### src/rtl/fb_pkg.sv
// Shared framebuffer geometry, bus widths and arbiter state encoding.
package fb_pkg;
   localparam int FB_COLS  = 336;
   localparam int FB_ROWS  = 240;
   localparam int FB_WORDS = FB_COLS * FB_ROWS;
   localparam int ADDR_W   = 17;
   localparam int DATA_W   = 16;

   typedef enum logic [1:0] {
      IDLE  = 2'd0,
      DRAIN = 2'd1,
      CLEAR = 2'd2
   } fb_state_e;
endpackage

### src/rtl/fb_wbuf.sv
// Posted-write FIFO; the caller never pushes when full or pops when empty.
module fb_wbuf #(
   parameter  int WIDTH = 33,
   parameter  int DEPTH = 4,
   localparam int CNT_W = $clog2(DEPTH + 1)
) (
   input  logic             clk,
   input  logic             reset,
   input  logic             push,
   input  logic [WIDTH-1:0] push_data,
   input  logic             pop,
   output logic [WIDTH-1:0] head_data,
   output logic [CNT_W-1:0] count,
   output logic             empty
);
   localparam int PTR_W = (DEPTH > 1) ? $clog2(DEPTH) : 1;

   logic [WIDTH-1:0] entries_q [DEPTH];
   logic [PTR_W-1:0] wr_ptr_q, wr_ptr_d;
   logic [PTR_W-1:0] rd_ptr_q, rd_ptr_d;
   logic [CNT_W-1:0] count_q, count_d;

   always_comb begin
      wr_ptr_d = wr_ptr_q;
      rd_ptr_d = rd_ptr_q;
      if (push) wr_ptr_d = (wr_ptr_q == PTR_W'(DEPTH - 1)) ? '0 : wr_ptr_q + PTR_W'(1);
      if (pop)  rd_ptr_d = (rd_ptr_q == PTR_W'(DEPTH - 1)) ? '0 : rd_ptr_q + PTR_W'(1);
      count_d = count_q + CNT_W'(push) - CNT_W'(pop);
   end

   always_ff @(posedge clk) begin
      if (reset) begin
         wr_ptr_q <= '0;
         rd_ptr_q <= '0;
         count_q  <= '0;
      end else begin
         wr_ptr_q <= wr_ptr_d;
         rd_ptr_q <= rd_ptr_d;
         count_q  <= count_d;
      end
   end

   always_ff @(posedge clk) begin
      if (push) entries_q[wr_ptr_q] <= push_data;
   end

   assign head_data = entries_q[rd_ptr_q];
   assign count     = count_q;
   assign empty     = (count_q == '0);
endmodule

### src/rtl/fb_arbiter.sv
// Single-port framebuffer arbiter: scanout reads, posted writes and a full-screen clear.
//
//   state | meaning
//   IDLE  | normal traffic, host writes accepted into the buffer
//   DRAIN | clear requested, flushing buffered writes first
//   CLEAR | sweeping every word with the latched colour
module fb_arbiter #(
   parameter  int ADDR_W       = fb_pkg::ADDR_W,
   parameter  int DATA_W       = fb_pkg::DATA_W,
   parameter  int WBUF_DEPTH   = 4,
   parameter  int STARVE_LIMIT = 8,
   parameter  int FB_WORDS     = fb_pkg::FB_WORDS,
   localparam int CNT_W        = $clog2(WBUF_DEPTH + 1)
) (
   input  logic              CLOCK_100,
   input  logic              reset,
   input  logic              wr_valid,
   output logic              wr_ready,
   input  logic [ADDR_W-1:0] wr_addr,
   input  logic [DATA_W-1:0] wr_data,
   input  logic              rd_req,
   input  logic [ADDR_W-1:0] rd_addr,
   output logic              rd_gnt,
   output logic              rd_valid,
   output logic [DATA_W-1:0] rd_data,
   input  logic              clear_start,
   input  logic [DATA_W-1:0] clear_color,
   output logic              clear_busy,
   output logic              clear_done,
   output logic              mem_en,
   output logic              mem_we,
   output logic [ADDR_W-1:0] mem_addr,
   output logic [DATA_W-1:0] mem_wdata,
   input  logic [DATA_W-1:0] mem_rdata,
   output logic [CNT_W-1:0]  wbuf_count
);
   import fb_pkg::*;

   localparam int STV_W = $clog2(STARVE_LIMIT + 1);

   fb_state_e          state_q, state_d;
   logic [STV_W-1:0]   starve_left_q, starve_left_d;
   logic [ADDR_W-1:0]  clear_addr_q, clear_addr_d;
   logic [DATA_W-1:0]  clear_color_q, clear_color_d;
   logic               clear_done_q, clear_done_d;
   logic               rd_valid_q, rd_valid_d;
   logic [DATA_W-1:0]  rd_hold_q, rd_hold_d;

   logic                     push, pop, wbuf_empty, src_pend, issue_rd, issue_wr;
   logic [ADDR_W+DATA_W-1:0] head;
   logic [ADDR_W-1:0]        src_addr;
   logic [DATA_W-1:0]        src_data;
   logic [CNT_W-1:0]         wbuf_cnt_nxt;

   fb_wbuf #(.WIDTH(ADDR_W + DATA_W), .DEPTH(WBUF_DEPTH)) u_wbuf (
      .clk       (CLOCK_100),
      .reset     (reset),
      .push      (push),
      .push_data ({wr_addr, wr_data}),
      .pop       (pop),
      .head_data (head),
      .count     (wbuf_count),
      .empty     (wbuf_empty)
   );

   // During a clear the sweep counter stands in for the write buffer.
   assign src_pend = (state_q == CLEAR) ? 1'b1 : !wbuf_empty;
   assign src_addr = (state_q == CLEAR) ? clear_addr_q  : head[ADDR_W+DATA_W-1:DATA_W];
   assign src_data = (state_q == CLEAR) ? clear_color_q : head[DATA_W-1:0];

   assign wr_ready     = (wbuf_count != CNT_W'(WBUF_DEPTH)) && (state_q == IDLE);
   assign push         = wr_valid && wr_ready;
   assign pop          = issue_wr && (state_q != CLEAR);
   assign wbuf_cnt_nxt = wbuf_count + CNT_W'(push) - CNT_W'(pop);

   always_comb begin
      issue_rd = 1'b0;
      issue_wr = 1'b0;
      if (!reset) begin
         if (rd_req && starve_left_q != '0) issue_rd = 1'b1;
         else if (src_pend)                 issue_wr = 1'b1;
         else if (rd_req)                   issue_rd = 1'b1;
      end
   end

   always_comb begin
      state_d       = state_q;
      starve_left_d = starve_left_q;
      clear_addr_d  = clear_addr_q;
      clear_color_d = clear_color_q;
      clear_done_d  = 1'b0;
      rd_valid_d    = issue_rd;
      rd_hold_d     = rd_valid_q ? mem_rdata : rd_hold_q;

      if (issue_wr || !src_pend)     starve_left_d = STV_W'(STARVE_LIMIT);
      else if (starve_left_q != '0)  starve_left_d = starve_left_q - STV_W'(1);

      case (state_q)
         IDLE: begin
            if (clear_start) begin
               clear_color_d = clear_color;
               state_d       = (wbuf_cnt_nxt != '0) ? DRAIN : CLEAR;
            end
         end
         DRAIN: begin
            if (wbuf_cnt_nxt == '0) state_d = CLEAR;
         end
         CLEAR: begin
            if (issue_wr) begin
               if (clear_addr_q == ADDR_W'(FB_WORDS - 1)) begin
                  clear_addr_d = '0;
                  clear_done_d = 1'b1;
                  state_d      = IDLE;
               end else begin
                  clear_addr_d = clear_addr_q + ADDR_W'(1);
               end
            end
         end
         default: state_d = IDLE;
      endcase
   end

   always_ff @(posedge CLOCK_100) begin
      if (reset) begin
         state_q       <= IDLE;
         starve_left_q <= STV_W'(STARVE_LIMIT);
         clear_addr_q  <= '0;
         clear_color_q <= '0;
         clear_done_q  <= 1'b0;
         rd_valid_q    <= 1'b0;
         rd_hold_q     <= '0;
      end else begin
         state_q       <= state_d;
         starve_left_q <= starve_left_d;
         clear_addr_q  <= clear_addr_d;
         clear_color_q <= clear_color_d;
         clear_done_q  <= clear_done_d;
         rd_valid_q    <= rd_valid_d;
         rd_hold_q     <= rd_hold_d;
      end
   end

   assign rd_gnt     = issue_rd;
   assign mem_en     = issue_rd || issue_wr;
   assign mem_we     = issue_wr;
   assign mem_addr   = issue_wr ? src_addr : (issue_rd ? rd_addr : '0);
   assign mem_wdata  = issue_wr ? src_data : '0;
   assign rd_valid   = rd_valid_q;
   assign rd_data    = rd_valid_q ? mem_rdata : rd_hold_q;
   assign clear_busy = (state_q != IDLE);
   assign clear_done = clear_done_q;
endmodule

### config.mk
export PLATFORM = sky130hd
export DESIGN_NAME = fb_arbiter
export DESIGN_NICKNAME = d
export VERILOG_FILES = /design/src/rtl/fb_pkg.sv /design/src/rtl/fb_wbuf.sv /design/src/rtl/fb_arbiter.sv
export SDC_FILE = /design/constraint.sdc
export NUM_CORES = 1
export LEC_CHECK = 0
export BUFFER_PORTS_ARGS = -buffer_cell sky130_fd_sc_hd__buf_2
export CAP_MARGIN = 5
export CORE_MARGIN = 2
export CORE_UTILIZATION = 50
export CTS_CLUSTER_DIAMETER = 60
export CTS_CLUSTER_SIZE = 20
export DETAILED_ROUTE_END_ITERATION = 8
export PLACE_DENSITY = 0.84
export SYNTH_ARGS = -nofsm -noshare
export SYNTH_HDL_FRONTEND = slang
export SYNTH_SLANG_ARGS = --single-unit
### constraint.sdc
create_clock -name CLOCK_100 -period 3.1 [get_ports CLOCK_100]
set_clock_uncertainty 0.1 [all_clocks]
set_input_delay 0.31 -clock CLOCK_100 [delete_from_list [all_inputs] [get_ports CLOCK_100]]
set_output_delay 0.31 -clock CLOCK_100 [all_outputs]
set_load 0.01 [all_outputs]
# After elaboration in Yosys (flattened, before gate mapping)
# Memories as Yosys holds them, arrays and structs flattened. A register that Yosys moved wholly into a read port is not among the register bits.
# Cells that the tools add are included.
[totals] input_bits=87 romBits=0 memories=1 output_inout_bits=59 latch_bits=0 mem_bits_rw=132 elab_cells=77 regBits=64
[memory_table] name="u_wbuf.entries_q" depth=4 word_bits=33 rd=1 rd_ports_with_merged_regs=1 wr=1 line="fb_wbuf.sv:18" rtl="logic [WIDTH-1:0] entries_q [DEPTH];"
[op_classes] shifts=0 n_lt_le_gt_ge=0 eq_ne=11 n_reduce_logical=19 muxes=28 n_bitwise=2 n_div=0 n_mul=0 addsub=6
[ops] operator="$mux 17" count=4
[ops] operator="$mux 16" count=3
[ops] operator="$mux 2" count=9
[ops] operator="$add 17x1->17 const B" count=1
[ops] operator="$eq 17x17->1 const B" count=1
[ops] operator="$mux 1" count=11
[ops] operator="$ne 2x2->1 const B" count=4
[ops] operator="$eq 2x2->1 const B" count=3
[ops] operator="$logic_not 3->1" count=2
[ops] operator="$pmux 2 s3" count=1
[ops] operator="$add 2x1->2 const B" count=2
[ops] operator="$logic_and 1x1->1" count=4
[ops] operator="$reduce_and 2->1" count=2
[ops] operator="$reduce_and 4->1" count=1
[ops] operator="$reduce_bool 4->1" count=1
[ops] operator="$sub 4x1->4 const B" count=1
[ops] operator="$add 3x1->3" count=1
[ops] operator="$ne 3x3->1 const B" count=1
[ops] operator="$reduce_bool 3->1" count=1
[ops] operator="$reduce_or 3->1" count=1
[ops] operator="$sub 3x1->3" count=1
[ops] operator="$eq 2x1->1 const B" count=1
[ops] operator="$logic_not 1->1" count=2
[ops] operator="$logic_not 2->1" count=1
[ops] operator="other kinds (5)" count=7

# Depth between registers and ports, before layout
[depth] ltp_word=12 depth_mapped=13 ltp_nobuf=11

# Cells and area by module
# From an unflattened synthesis, not the netlist that was laid out.
[unflattened] hier_cells=561 hier_area_um2=8265.4
[modules_own_cells] module="fb_wbuf" cells_each=214 seq_area_each_um2=4144.0 instances=1 area_each_um2=5248.8
[modules_own_cells] module="fb_arbiter" cells_each=347 seq_area_each_um2=1141.1 instances=1 area_each_um2=3016.6

# Least setup slack after synthesis
# Ideal clock, no wire load.
[synth_timing] path_type="reg2reg" startpoint="register starve_left_q[0]" endpoint="register state_q[0]" t_arrival_ns=2.874 synth_period_minus_slack_ns=3.094 slack_ns=0.006 path_stages_with_launch=13 required_time_ns=2.879 setup_time_ns=0.121 n_path_buf=2 cell_sequence="dfxtp_1 inv_1 ha_1 or3b_1 buf_2 a2111oi_4 buf_6 nand2b_1 nand2_1 ha_1 fa_1 or3_1 nor2b_1"
[synth_via] elab_chain_cells=10 elab_cells_between_ends=14 classes_between="add/sub: 1; eq/ne: 2; mux: 5; reduce/logical: 6"
[synth_lines] item="start: declaration" line="fb_arbiter.sv:42" rtl="logic [STV_W-1:0] starve_left_q, starve_left_d;"
[synth_lines] item="start signal: assignment" line="fb_arbiter.sv:126" rtl="starve_left_q <= STV_W'(STARVE_LIMIT);"
[synth_lines] item="start signal: assignment" line="fb_arbiter.sv:134" rtl="starve_left_q <= starve_left_d;"
[synth_lines] item="$reduce_bool 4->1 (*)" line="fb_arbiter.sv:80" rtl="if (rd_req && starve_left_q != '0) issue_rd = 1'b1;"
[synth_lines] item="$logic_and 1x1->1 (*)" line="fb_arbiter.sv:80"
[synth_lines] item="$mux 1 (*)" line="fb_arbiter.sv:80"
[synth_lines] item="$mux 1 (*)" line="fb_arbiter.sv:79" rtl="if (!reset) begin"
[synth_lines] item="$logic_and 1x1->1 (*)" line="fb_arbiter.sv:73" rtl="assign pop = issue_wr && (state_q != CLEAR);"
[synth_lines] item="$sub 3x1->3 (*)"
[synth_lines] item="via u_wbuf.count_d[1]" line="fb_wbuf.sv:21" rtl="logic [CNT_W-1:0] count_q, count_d;"
[synth_lines] item="$reduce_bool 3->1" line="fb_arbiter.sv:102" rtl="state_d = (wbuf_cnt_nxt != '0) ? DRAIN : CLEAR;"
[synth_lines] item="$mux 2" line="fb_arbiter.sv:102"
[synth_lines] item="$mux 2" line="fb_arbiter.sv:100" rtl="if (clear_start) begin"
[synth_lines] item="$pmux 2 s3" line="fb_arbiter.sv:98" rtl="case (state_q)"
[synth_lines] item="end signal: assignment" line="fb_arbiter.sv:133" rtl="state_q <= state_d;"
[synth_lines] item="end: declaration" line="fb_arbiter.sv:41" rtl="fb_state_e state_q, state_d;"
# Mark *: on every way through the listed nets, which the timed path passes. The rest lies on a longest branch. The select of a mux whose other input is x is not followed.
# A chain may end at the register's enable or synchronous reset.

# Worst setup path in the final report
[layout_timing] startpoint="register starve_left_q[0]" endpoint="register state_q[0]"
[layout_via] elab_chain_cells=10 elab_cells_between_ends=14 classes_between="add/sub: 1; eq/ne: 2; mux: 5; reduce/logical: 6"
[layout_lines] item="$reduce_bool 4->1 (*)" line="fb_arbiter.sv:80"
[layout_lines] item="$logic_and 1x1->1 (*)" line="fb_arbiter.sv:80"
[layout_lines] item="$mux 1 (*)" line="fb_arbiter.sv:80"
[layout_lines] item="$mux 1 (*)" line="fb_arbiter.sv:79"
[layout_lines] item="$logic_and 1x1->1" line="fb_arbiter.sv:73"
[layout_lines] item="$sub 3x1->3" line="fb_arbiter.sv:74" rtl="assign wbuf_cnt_nxt = wbuf_count + CNT_W'(push) - CNT_W'(pop);"
[layout_lines] item="$reduce_bool 3->1" line="fb_arbiter.sv:102"
[layout_lines] item="$mux 2" line="fb_arbiter.sv:102"
[layout_lines] item="$mux 2" line="fb_arbiter.sv:100"
[layout_lines] item="$pmux 2 s3" line="fb_arbiter.sv:98"
# Mark *: on every way between the ends. The rest lies on a longest branch, timed or not. The select of a mux whose other input is x is not followed.

==> run summary <==
STATUS
---------------------------------------------------------------------------------------
Status                                                                        completed

SETUP PATH
---------------------------------------------------------------------------------------
Crit Path Class                                                                 reg2reg
Critical path buffer and inverter count                                               1
Setup crit start kind                                                          register
Top cell family by delay on the critical path                              simple AND/OR/NAND/NOR gates
Worst Setup End Kind                                                           register
Worst Path Max Fanout                                                                 4
Most used cell along the critical path                                     sky130_fd_sc_hd__nand2_1
Biggest cell delay along the critical path                                       460 ps
Worst path slowest cell                                                    sky130_fd_sc_hd__a2111o_1
Required time at the endpoint of the critical path                              3310 ps
Data arrival time at the worst-slack endpoint                                   3230 ps
Critical path, cell by cell                                                inv_1, ha_2, or3b_4, a2111o_1, nand2_1, nand2_1, ha_1, fa_1, xnor2_1, or3_1, nor2b_1

STA
---------------------------------------------------------------------------------------
Final Cycle Share                                                                0.9737
Count of final hold-check violations                                                  0
Max-slew violations                                                                   0
Post-Route Hold Slack                                                          17.15 ps
Slew Limit Headroom                                                              0.5266
Number of failing setup endpoints in the final timing report                          0
Sum Neg Setup Slack                                                                0 ps
Fmax achieved                                                                 331.3 MHz
Slew at the pin with the worst max-slew slack                                  710.1 ps
Final period demand of the worst path                                           3018 ps

LAYOUT
---------------------------------------------------------------------------------------
Layout Area Growth over Synthesis                                                25.03%
Fraction of final layout cells with drive strength greater than 1                0.3457
Count of filler cells inserted in the layout                                       1170
Antenna diodes                                                                        0
Final-stage net count                                                               838
Design area                                                                 10240 sq um

LOGIC SYNTHESIS
---------------------------------------------------------------------------------------
Top-count cell post-synth                                                  sky130_fd_sc_hd__edfxtp_1
Count of state elements after synthesis                                             198
Post-synth net total                                                                653
Number of distinct library cells after synthesis                                     55
Main area contributors after synthesis                                     sky130_fd_sc_hd__edfxtp_1, sky130_fd_sc_hd__dfxtp_1, sky130_fd_sc_hd__mux4_2
Number of synthesis warnings                                                          0
Post-synth top cells                                                       sky130_fd_sc_hd__edfxtp_1, sky130_fd_sc_hd__dfxtp_1, sky130_fd_sc_hd__nand2_1
Area of the mapped netlist                                                   8187 sq um
Portion of synthesized cell area occupied by the leading cell type               0.4842
Mean area per synthesized cell                                              14.70 sq um
Number of enable-type register cells in the synthesized netlist                     132
Biggest area consumer among synthesized cells                              sky130_fd_sc_hd__edfxtp_1
Prevailing post-synth register cell                                        sky130_fd_sc_hd__edfxtp_1
Cells after synthesis                                                               557
Async S/R FF share, synth                                                             0
Post-synthesis sequential area ratio                                             0.6456

DIE
---------------------------------------------------------------------------------------
Number of cell rows                                                                  46
Height of the chip                                                             132.0 um
Starting density of the core                                                     0.5135
Full die area                                                               17410 sq um
I/O pin count                                                                       146
Die X-Extent                                                                   132.0 um
Placeable core area                                                         15940 sq um

POWER
---------------------------------------------------------------------------------------
Combinational Power Share                                                         0.244
Peak supply drop                                                               508.4 uV
NetSw                                                                          2.100 mW
Leakage power                                                                  3.814 nW
Switching part of the total power                                                0.2796
Part of the total power dissipated in sequential elements                         0.454
Power density over cell area                                               733.9 nW/um^2
Internal power                                                                 5.412 mW
Clock network fraction of total power                                             0.302

GLOBAL ROUTING
---------------------------------------------------------------------------------------
First-pass GRT wire length                                                     28.77 mm
Vias in the first global route                                                     5517
Initial antenna violation count                                                       0
Remaining Overflow, GRT                                                               0
Pin count of the biggest net entering global routing                                 35
Global-route usage over all layers                                               0.2144

DETAILED ROUTING
---------------------------------------------------------------------------------------
Met3 WL                                                                        1.247 mm
First-pass detailed-route iteration total                                             6
Post-DR wirelength/cell                                                        19.34 um
Drt total wl                                                                   18.78 mm
Number of violations reported at the end of detailed-routing iteration 0            583
Via/cell ratio                                                                    5.716
Residual antenna-violating net count after detailed routing                           0
Sum of met2 wire segment lengths after detailed routing                        9.615 mm
Wire length on met1                                                            7.617 mm
Residual DRC count                                                                    0
Vias post-DR                                                                       5550
Top metal layer carrying routed signals                                            met4

PLACED DESIGN
---------------------------------------------------------------------------------------
Number of port buffers                                                              145
Global placement routability congestion                                          0.8429
Area of placed instances                                                     9189 sq um
Post-detail-place hpwl                                                         12.26 mm

JOB
---------------------------------------------------------------------------------------
Max-capacitance violation count                                                       0

CTS
---------------------------------------------------------------------------------------
Num CTS Buffers                                                                      17
Source-to-sink clock delay at the later pin of the worst-skew pair               430 ps
CTS tree                                                                            yes
Cell at the root of the clock tree                                         sky130_fd_sc_hd__clkbuf_16
Clock-pin slew on the worst setup and hold paths                                  70 ps
Longest Clk Path Bufs                                                                 2
Number of levels in the clock H-tree                                                  4
Clock sinks                                                                         198

HOLD PATH
---------------------------------------------------------------------------------------
Type of the most critical hold path                                              in2reg

registers in the layout, summed over array words and instances, names as in the netlist, 3 cells and up, named ones only:
name and count:
u_wbuf.entries_q 132, clear_addr_q 17, clear_color_q 16, rd_hold_q 16, starve_left_q 4, u_wbuf.count 3
worst register-to-register path: cells and delay by family (launching register included):
family          cells  cell delay (ps)
simple gates        5             1040
fa+ha+maj           3              780
compound gates      1              460
flops               1              320
xor+xnor            1              150
buf+inv             1               70
per-stage QoR:
stage	cells	total power, mW	util	setup WS (ps)
after floorplan	557	4.594	-	5.708
after global placement	899	5.114	0.5764	203.4
after detailed placement	899	5.207	0.5764	93.21
after CTS	968	7.510	0.6385	0.2607
after global routing	971	7.844	0.6421	-57.33
final	971	7.512	0.6421	81.61
worst paths after layout:
path,from,to,slack [ps],cells past startpoint
setup / recovery,starve_left_q[0],state_q[0],80,11
hold / removal,clear_color[6],clear_color_q[6],20,3
setup reg to reg,starve_left_q[0],state_q[0],80,11
hold reg to reg,starve_left_q[0],starve_left_q[0],350,1
cell families (layout without fill, tap and decap cells):
| family | Yosys count | in the layout | synth area share |
|---|---|---|---|
| fa+ha+maj | 9 | 9 | 0.01467 |
| mux | 51 | 51 | 0.1152 |
| compound gates | 99 | 99 | 0.09170 |
| flops | 198 | 198 | 0.6456 |
| buf+inv | 44 | 242 | 0.02537 |
| simple gates | 150 | 150 | 0.1010 |
| xor+xnor | 6 | 6 | 0.006419 |
area by class of cell:
class	count	area (sq um)	share of cell area
flip-flops and latches	198	5289	0.5167
inverters	10	37.54	0.003667
clock buffers	18	429.2	0.04193
repair buffers	200	1311	0.1281
multi-input cells	315	2711	0.2649
clock inverters	14	187.7	0.01834
well taps	216	270.3	0.02640
what timing repair did:
action                                  in CTS  in global routing
resized for setup                            1                  6
hold endpoints to repair                   131                  0
hold buffers                                37                  0
buffers inserted                             0                  2
cloned                                       0                  1
endpoints found under the setup margin      16                 21
pin swaps                                    0                  1
routing by layer:
metal	up-vias	track usage
met3	25	0.04114
met1	2749	0.2697
met5	-	0
met2	237	0.3675
met4	0	0.08514
li1	2539	-
power by group through the flow:
stage | Clock (mW) | Combinational [mW] | Sequential (mW)
after global routing | 2.41 | 1.99 | 3.45
after CTS | 2.31 | 1.78 | 3.41
after floorplan | 0 | 1.24 | 3.35
after global placement | 0 | 1.68 | 3.43
after detailed placement | 0 | 1.74 | 3.47
final | 2.27 | 1.83 | 3.41
layout by cell type, fill, tap and decap left out, types with 4 or more instances in the layout:
master / Yosys / final
sky130_fd_sc_hd__nor3_1: 5 / 5
sky130_fd_sc_hd__dfxtp_1: 66 / 65
sky130_fd_sc_hd__a221o_1: 17 / 17
sky130_fd_sc_hd__edfxtp_1: 132 / 132
sky130_fd_sc_hd__a22o_1: 16 / 16
sky130_fd_sc_hd__mux4_2: 33 / 33
sky130_fd_sc_hd__or4_1: 9 / 9
sky130_fd_sc_hd__inv_1: 10 / 10
sky130_fd_sc_hd__nor2_1: 15 / 15
sky130_fd_sc_hd__nand4_1: 6 / 6
sky130_fd_sc_hd__buf_4: 1 / 12
sky130_fd_sc_hd__nand2_1: 45 / 45
sky130_fd_sc_hd__buf_12: 0 / 5
sky130_fd_sc_hd__clkbuf_16: 0 / 18
sky130_fd_sc_hd__dlygate4sd3_1: 0 / 37
sky130_fd_sc_hd__o31ai_1: 8 / 8
sky130_fd_sc_hd__mux2_2: 16 / 16
sky130_fd_sc_hd__xnor2_1: 4 / 4
sky130_fd_sc_hd__and2_2: 0 / 4
sky130_fd_sc_hd__inv_6: 0 / 4
sky130_fd_sc_hd__ha_1: 8 / 7
sky130_fd_sc_hd__a21oi_1: 33 / 33
sky130_fd_sc_hd__nand3_1: 5 / 5
sky130_fd_sc_hd__buf_2: 13 / 145
sky130_fd_sc_hd__nor2b_1: 5 / 5
sky130_fd_sc_hd__o21ai_0: 6 / 6
sky130_fd_sc_hd__and2_1: 39 / 35
sky130_fd_sc_hd__or3_1: 5 / 5
Power figures use the tool's default switching activity.
